<file path="config.mk">
export PLATFORM = sky130hd
export DESIGN_NAME = idli_sqi_mem_m
export DESIGN_NICKNAME = d
export VERILOG_FILES = /design/src/rtl/idli_sqi_mem_m.sv
export SDC_FILE = /design/constraint.sdc
export NUM_CORES = 2
export LEC_CHECK = 0
export ABC_AREA = 1
export CORE_UTILIZATION = 40
export DETAILED_ROUTE_END_ITERATION = 12
export HOLD_SLACK_MARGIN = 0.15
export PLACE_DENSITY = 0.52
export SYNTH_ARGS = -nofsm -noshare
export SYNTH_HDL_FRONTEND = slang
export SYNTH_SLANG_ARGS = --single-unit
</file>
<file path="constraint.sdc">
create_clock -name i_mem_gck -period 121.9 [get_ports i_mem_gck]
set_clock_uncertainty 0.1 [all_clocks]
set_input_delay 12.19 -clock i_mem_gck [delete_from_list [all_inputs] [get_ports i_mem_gck]]
set_output_delay 12.19 -clock i_mem_gck [all_outputs]
set_load 0.005 [all_outputs]
</file>
<file path="src/rtl/idli_sqi_mem_m.sv">
// idli_sqi_mem_m: SQI (quad-SPI) serial SRAM responder.
// It decodes READ/WRITE commands clocked in on sck by the core and returns
// read data in sequential mode. The address auto-increments and wraps at DEPTH.
module idli_sqi_mem_m #(
  parameter int          ADDR_W    = 8,
  parameter logic [7:0]  CMD_READ  = 8'h03,
  parameter logic [7:0]  CMD_WRITE = 8'h02
) (
  input  logic       i_mem_gck,
  input  logic       i_mem_rst,
  input  logic       i_mem_sck,
  input  logic       i_mem_cs,
  input  logic [3:0] i_mem_sio,
  output logic [3:0] o_mem_sio,
  output logic       o_mem_sio_oe,
  output logic       o_mem_busy
);

  localparam int DEPTH = 2 ** ADDR_W;
  // The shift register must hold a full opcode and the kept address bits.
  localparam int SH_W  = (ADDR_W > 8) ? ADDR_W : 8;

  typedef enum logic [2:0] {
    ST_IDLE,
    ST_CMD,
    ST_ADDR,
    ST_DUMMY,
    ST_RDATA,
    ST_WDATA,
    ST_IGNORE
  } state_t;

  state_t            state_q, state_d;
  logic              sck_q;
  logic [2:0]        cnt_q, cnt_d;
  logic [SH_W-1:0]   shift_q, shift_d;
  logic [SH_W-1:0]   shift_in;
  logic              is_read_q, is_read_d;
  logic [ADDR_W-1:0] addr_q, addr_d;
  logic [3:0]        sio_q, sio_d;
  logic              oe_q, oe_d;
  logic [3:0]        wr_hi_q, wr_hi_d;
  logic              wr_en;
  logic [7:0]        wr_data;
  logic [7:0]        rd_byte;
  logic              sck_rise, sck_fall;
  logic [7:0]        mem_q [DEPTH];

  // The oldest nibble falls off the top of the shift register; it is never needed.
  logic unused_shift_top;
  assign unused_shift_top = ^shift_q[SH_W-1:SH_W-4];

  // Edges count only inside a cs window.
  assign sck_rise = !sck_q &&  i_mem_sck && !i_mem_cs;
  assign sck_fall =  sck_q && !i_mem_sck && !i_mem_cs;
  assign shift_in = {shift_q[SH_W-5:0], i_mem_sio};
  assign rd_byte  = mem_q[addr_q];

  // Next-state, datapath and write-strobe logic; cs high overrides everything.
  always_comb begin
    state_d   = state_q;
    cnt_d     = cnt_q;
    shift_d   = shift_q;
    is_read_d = is_read_q;
    addr_d    = addr_q;
    sio_d     = sio_q;
    oe_d      = oe_q;
    wr_hi_d   = wr_hi_q;
    wr_en     = 1'b0;
    wr_data   = {wr_hi_q, i_mem_sio};

    if (i_mem_cs) begin
      state_d = ST_IDLE;
      cnt_d   = 3'd0;
      oe_d    = 1'b0;
    end else begin
      case (state_q)
        ST_IDLE: begin
          state_d = ST_CMD;
          cnt_d   = 3'd0;
        end
        ST_CMD: begin
          if (sck_rise) begin
            shift_d = shift_in;
            if (cnt_q == 3'd1) begin
              cnt_d = 3'd0;
              if (shift_in[7:0] == CMD_READ) begin
                is_read_d = 1'b1;
                state_d   = ST_ADDR;
              end else if (shift_in[7:0] == CMD_WRITE) begin
                is_read_d = 1'b0;
                state_d   = ST_ADDR;
              end else begin
                state_d = ST_IGNORE;
              end
            end else begin
              cnt_d = cnt_q + 3'd1;
            end
          end
        end
        ST_ADDR: begin
          if (sck_rise) begin
            shift_d = shift_in;
            if (cnt_q == 3'd5) begin
              cnt_d   = 3'd0;
              addr_d  = shift_in[ADDR_W-1:0];
              state_d = is_read_q ? ST_DUMMY : ST_WDATA;
            end else begin
              cnt_d = cnt_q + 3'd1;
            end
          end
        end
        ST_DUMMY: begin
          if (sck_rise) begin
            if (cnt_q == 3'd1) begin
              cnt_d   = 3'd0;
              state_d = ST_RDATA;
            end else begin
              cnt_d = cnt_q + 3'd1;
            end
          end
        end
        ST_RDATA: begin
          if (sck_fall) begin
            oe_d = 1'b1;
            if (cnt_q == 3'd0) begin
              sio_d = rd_byte[7:4];
              cnt_d = 3'd1;
            end else begin
              sio_d  = rd_byte[3:0];
              cnt_d  = 3'd0;
              addr_d = addr_q + 1'b1;
            end
          end
        end
        ST_WDATA: begin
          if (sck_rise) begin
            if (cnt_q == 3'd0) begin
              wr_hi_d = i_mem_sio;
              cnt_d   = 3'd1;
            end else begin
              wr_en  = 1'b1;
              cnt_d  = 3'd0;
              addr_d = addr_q + 1'b1;
            end
          end
        end
        ST_IGNORE: begin
          oe_d = 1'b0;
        end
        default: begin
          state_d = ST_IDLE;
          cnt_d   = 3'd0;
          oe_d    = 1'b0;
        end
      endcase
    end
  end

  // Control and datapath registers.
  always_ff @(posedge i_mem_gck or posedge i_mem_rst) begin
    if (i_mem_rst) begin
      state_q   <= ST_IDLE;
      sck_q     <= 1'b0;
      cnt_q     <= 3'd0;
      shift_q   <= '0;
      is_read_q <= 1'b0;
      addr_q    <= '0;
      sio_q     <= 4'h0;
      oe_q      <= 1'b0;
      wr_hi_q   <= 4'h0;
    end else begin
      state_q   <= state_d;
      sck_q     <= i_mem_sck;
      cnt_q     <= cnt_d;
      shift_q   <= shift_d;
      is_read_q <= is_read_d;
      addr_q    <= addr_d;
      sio_q     <= sio_d;
      oe_q      <= oe_d;
      wr_hi_q   <= wr_hi_d;
    end
  end

  // Byte array. It is cleared by reset, so it is built from flops.
  always_ff @(posedge i_mem_gck or posedge i_mem_rst) begin
    if (i_mem_rst) begin
      for (int i = 0; i < DEPTH; i++) begin
        mem_q[i] <= 8'h00;
      end
    end else if (wr_en) begin
      mem_q[addr_q] <= wr_data;
    end
  end

  assign o_mem_sio    = sio_q;
  assign o_mem_sio_oe = oe_q;
  assign o_mem_busy   = (state_q != ST_IDLE);

endmodule

</file>
Yosys cells after proc, flatten, opt, wreduce, memory -nomap -nowiden
Index checks and enable logic that the tools add are counted.
- output and inout port bits: 6
- flip-flop bits (word level): 2077
- bitwise gates (word level): 2
- reduce and logical (&&, ||, !) cells: 25
- muxes and demuxes: 42
- magnitude comparators: 2
- equality and inequality tests: 26
- add/sub/neg operators: 2
- operators with widths (operator ; count):
    $bwmux 2048 ; 1
    $bmux 8 s8 ; 1
    $demux 8 s8 ; 1
    $mux 8 ; 8
    $mux 3 ; 17
    $pmux 3 s5 ; 2
    $ne 3x3->1 const B ; 8
    $pmux 8 s3 ; 1
    $eq 8x2->1 const B ; 2
    $eq 3x3->1 const B ; 4
    $ne 2x2->1 const B ; 5
    $reduce_and 5->1 ; 2
    $ge 9x9->1 const B ; 1
    $lt 9x1->1 const B ; 1
    $mux 1 ; 9
    $not 8->9 ; 1
    $add 8x1->8 const B ; 1
    $reduce_and 7->1 ; 1
    $eq 3x1->1 const B ; 2
    $eq 3x2->1 const B ; 2
    $logic_not 3->1 ; 2
    $reduce_and 3->1 ; 2
    $reduce_and 6->1 ; 1
    $reduce_bool 3->1 ; 2
    other kinds (14) ; 22

Logic depth before layout (Yosys ltp)
- depth after elaboration: 7
- gate-level depth with buffers: 22
- mapped depth without buffers: 17

Least setup slack after synthesis
No wires, ideal clock.
- path type: in2reg
- from: in i_mem_sck
- to: reg mem_q[1792] (netlist name)
- path buffers: 2
- path slack: 108.190 ns
- stages on the path: 11
- data arrival time: 13.480 ns
- library setup time: 0.130 ns
- cell sequence: nand2_1 -> nor3_2 -> nand2_1 -> clkinv_2 -> nand2_4 -> nor2_4 -> buf_6 -> nand2_2 -> clkbuf_1 -> nand2_1 -> o21ai_1
- word-level cells in the longest chain between the ends: 5
- RTL lines (what ; RTL line ; text):
    start: declaration ; 11 ; input logic i_mem_sck,
    $logic_and 1x1->1 (2 in series) ; 54 ; assign sck_rise = !sck_q && i_mem_sck && !i_mem_cs;
    $mux 1 ; 137 ; if (sck_rise) begin
    $mux 1 ; 77 ; case (state_q)
    $mux 1 ; 72 ; if (i_mem_cs) begin
    end signal: indexed assignment ; 192 ; mem_q[addr_q] <= wr_data;
    end: declaration ; 47 ; logic [7:0] mem_q [DEPTH];
Every way passes these cells.
A chain may end at the register's enable or synchronous reset.

==> impl_summary.txt <==
----------------------------------------------------
[Setup path]
  R2R Path End ... o_mem_sio[0]
  Critical Path Sink ... mem_q[10]
  Critical Setup Path Class ... input pin to asynchronous set/reset pin
  Required time of the worst setup path ... 122.64 ns
  Endpoint class of the critical path ... asynchronous set/reset pin
  Startpoint of the worst-slack reg-to-reg timing path ... addr_q[0]
  CP Max Fanout ... 150
  Data arrival time at the worst-slack endpoint ... 18.29 ns
  Type of origin of the critical path ... input pin
  Reg2Reg Depth ... 19
  Setup slack of the most critical reg-to-reg path ... 116.32 ns
  Start point of the critical path ... i_mem_rst

[Clock network]
  Largest buffer count on any clock path ... 3
  Post-cts gate resize count ... 0
  Number of H-tree levels ... 4
  CTS tree ... done
  Clock buffers created by TritonCTS ... 225
  Clock transition at path regs ... 0.06 ns
  Setup Fix Bufs, Post-CTS ... 0
  Clock insertion delay at the later pin of the skew report ... 0.88 ns
  Sink count of the clock tree ... 2077
  CTS Hold Buffers Added ... 0
  Library cell used as clock root buffer ... sky130_fd_sc_hd__clkbuf_16

[Synthesis]
  Cells after synthesis ... 12664
  Post-Synth Adder-Cell Area ... 0.0516%
  Warning count from the yosys run ... 0
  Post-synthesis simple-gate area fraction ... 25.2%
  Most frequently used cell type in the post-synthesis netlist ... sky130_fd_sc_hd__nand2_1
  Cell taking the most area after synthesis ... sky130_fd_sc_hd__dfrtp_1
  Multiplexer fraction of the synthesized cell area ... 0.0103%
  Fraction of registers with async set/reset ... 100%
  Synthesized area divided by synthesized cell count ... 7.66 µm²
  Synth Net Count ... 12676
  XOR/XNOR Fraction of Synth Area ... 0%
  Most used flip-flop cell after synthesis ... sky130_fd_sc_hd__dfrtp_1
  Most used standard cells in the synthesized netlist ... 4647 x sky130_fd_sc_hd__nand2_1, 2579 x sky130_fd_sc_hd__o21ai_0, 2077 x sky130_fd_sc_hd__dfrtp_1, 1280 x sky130_fd_sc_hd__nor2_1, 604 x sky130_fd_sc_hd__clkbuf_1
  Largest cells by area after synthesis ... sky130_fd_sc_hd__dfrtp_1 54%, sky130_fd_sc_hd__nand2_1 18%, sky130_fd_sc_hd__o21ai_0 13%, sky130_fd_sc_hd__nor2_1 5.0%, sky130_fd_sc_hd__clkbuf_1 2.3%
  Fraction of the mapped netlist area in compound gates ... 15.4%
  Count of flip-flops with a built-in enable after synthesis ... 0
  Sequential area share after synthesis ... 53.6%
  Number of synthesized register bits ... 2077
  Largest family of logic cells by synthesized area ... simple AND/OR/NAND/NOR gates
  Cell area after synthesis ... 0.0970 mm²
  Number of different library cells in the post-synthesis netlist ... 33
  Synth top area share ... 53.6%

[Route]
  Vias/cell ... 5.25
  Total routed wirelength ... 313000 µm
  Drt first-iter violations ... 7527
  First-pass iteration count of the detailed router ... 6
  Number of design rule violations left after detail routing ... 0
  Avg WL per Cell ... 20.2 µm
  Via count ... 81310
  Remaining antenna violation count ... 0

[Layout]
  Final Instance Area ... 0.106 mm²
  Fraction of layout instances using a drive strength above 1 ... 5.43%
  Number of nets in the final layout ... 12125
  Area added between synthesis and finish ... 9.00%
  Layout fillers ... 24356

[Die]
  Area of the core region ... 0.241 mm²
  # IOs ... 14
  DIE AREA ... 0.244 mm²
  Number of cell rows ... 180
  Die height ... 494 µm
  Die Width ... 494 µm
  Starting Density ... 40.3%

[Pwr]
  Largest vdd supply drop ... 0.0000215 V
  Power density over the cells ... 19.7 mW/mm²
  Total chip power ... 2.09 mW
  LEAKAGE ... 49.6 nW

[Place]
  Number of port buffers ... 13
  Sum of net half-perimeters after detailed placement ... 178000 µm
  Cell area reported after detailed placement ... 0.0983 mm²
  Routability Congestion ... 0.842

[Run status]
  Status ... finished, final reports clean

[Timing]
  Unrepaired setup endpoints after global routing ... false
  Max-slew violation total from the final report ... 0
  Final critical delay including setup and external delays ... 17.56 ns
  Slew HR ... 25.3%
  Slew at the pin closest to its max-slew limit ... 1.12 ns
  Fmax ... 57.0 MHz
  Final hold violations ... 0
  Total setup violations reported at the end of the flow ... 0
  Share of the clock period used by the worst path after layout ... 14.4%
  Post-route setup TNS ... 0 ns

[GRT]
  Grt total ovfl ... 0
  Maximum number of pins on one net before global-route repair ... 176
  Number of antenna violations at the first check in global routing ... 6
  Vias in the first global route ... 77107
  All-Layer GR Usage ... 25.6%
  Wire length of the first global-routing pass ... 483000 µm

[Flow run]
  Count of maximum capacitance violations ... 0

[Min path]
  Worst Hold Class ... flip-flop to flip-flop

----------------------------------------------------
## through the flow
| step | setup slack, ns | hold WS, ns | instances | util [%] |
|---|---|---|---|---|
| final | 104.34 | 0.377 | 15479 | 43.9 |
| after global routing | 103.42 | 0.391 | 15478 | 43.9 |
| after CTS | 104.11 | 0.382 | 15477 | 43.9 |
| after detailed placement | 103.14 | 0.367 | 15071 | 40.8 |
| after global placement | 103.27 | 0.360 | 15071 | 40.8 |
| after floorplan | 50.94 | 0.348 | 12664 | - |
## cells by family (layout without fill, tap and decap cells)
group	Yosys count	in the layout
DFF	2077	2077
other	0	2
adders and majority gates	4	4
buffers and inverters	1329	957
and+or+nand+nor	6286	6286
muxes	1	1
AOI/OAI and AO/OA	2967	2967
## cell type report
cell class,count,area [µm²],share of cell area (%)
sequential,2077,52000,49.2
clock buffer,361,6850,6.47
multi-input combinational,9258,39400,37.3
antenna,2,5.00,0.00473
tap,3185,3990,3.77
inverter,409,1620,1.54
timing repair buffer,142,1290,1.22
clock inverter,45,557,0.527
## registers in the layout, summed over array words and instances (netlist names), 3 cells and up
signal     cells
mem_q       2048
wr_hi_q        4
o_mem_sio      4
state_q        3
shift_q        4
addr_q         8
cnt_q          3
## routing by layer
layer / GRT usage [%] / vias up / routed length [µm]
met1: 35.8 / 39626 / 142000
met5: 0 / - / 0
met2: 41.1 / 2067 / 144000
met4: 7.57 / 0 / 9000
li1: - / 39202 / -
met3: 3.62 / 415 / 16900
## worst max-delay path: stages
cell	delay (ns)
sky130_fd_sc_hd__clkdlybuf4s50_1	0.52
sky130_fd_sc_hd__inv_8	0.51
sky130_fd_sc_hd__buf_4	0.79
sky130_fd_sc_hd__buf_4	0.69
sky130_fd_sc_hd__buf_4	0.79
sky130_fd_sc_hd__buf_4	0.74
sky130_fd_sc_hd__buf_12	0.62
sky130_fd_sc_hd__buf_4	0.90
## power by group
group | internal, mW | total [mW] | switching (mW)
clock network | 0.397 | 0.689 | 0.292
logic | 0.149 | 0.692 | 0.543
registers | 0.694 | 0.705 | 0.0111
## worst min path at each step
stage | cells past startpoint | slack (ns) | start | to
after global placement | 2 | 0.36 | mem_q[1781] | mem_q[1781]
after global routing | 2 | 0.39 | mem_q[1807] | mem_q[1807]
after detailed placement | 2 | 0.37 | mem_q[1475] | mem_q[1475]
after CTS | 2 | 0.38 | mem_q[817] | mem_q[817]
final | 2 | 0.38 | mem_q[1424] | mem_q[1424]
after floorplan | 2 | 0.35 | mem_q[1031] | mem_q[1031]
## cell usage in the layout (no fill, tap or decap), drive strengths merged, types with 2 or more instances in the layout
| cell | Yosys | routed |
|---|---|---|
| a21oi | 9 | 9 |
| a22oi | 3 | 3 |
| buf | 316 | 129 |
| bufinv | 0 | 7 |
| clkbuf | 604 | 361 |
| clkdlybuf4s50 | 0 | 13 |
| clkinv | 2 | 32 |
| dfrtp | 2077 | 2077 |
| diode | 0 | 2 |
| ha | 4 | 4 |
| inv | 407 | 414 |
| nand2 | 4783 | 4783 |
| nand3 | 165 | 165 |
| nand4 | 17 | 17 |
| nor2 | 1312 | 1312 |
| nor3 | 6 | 6 |
| nor4 | 3 | 3 |
| o211ai | 2 | 2 |
| o21ai | 2927 | 2927 |
| o22ai | 22 | 22 |
Power figures use the tool's default switching activity.
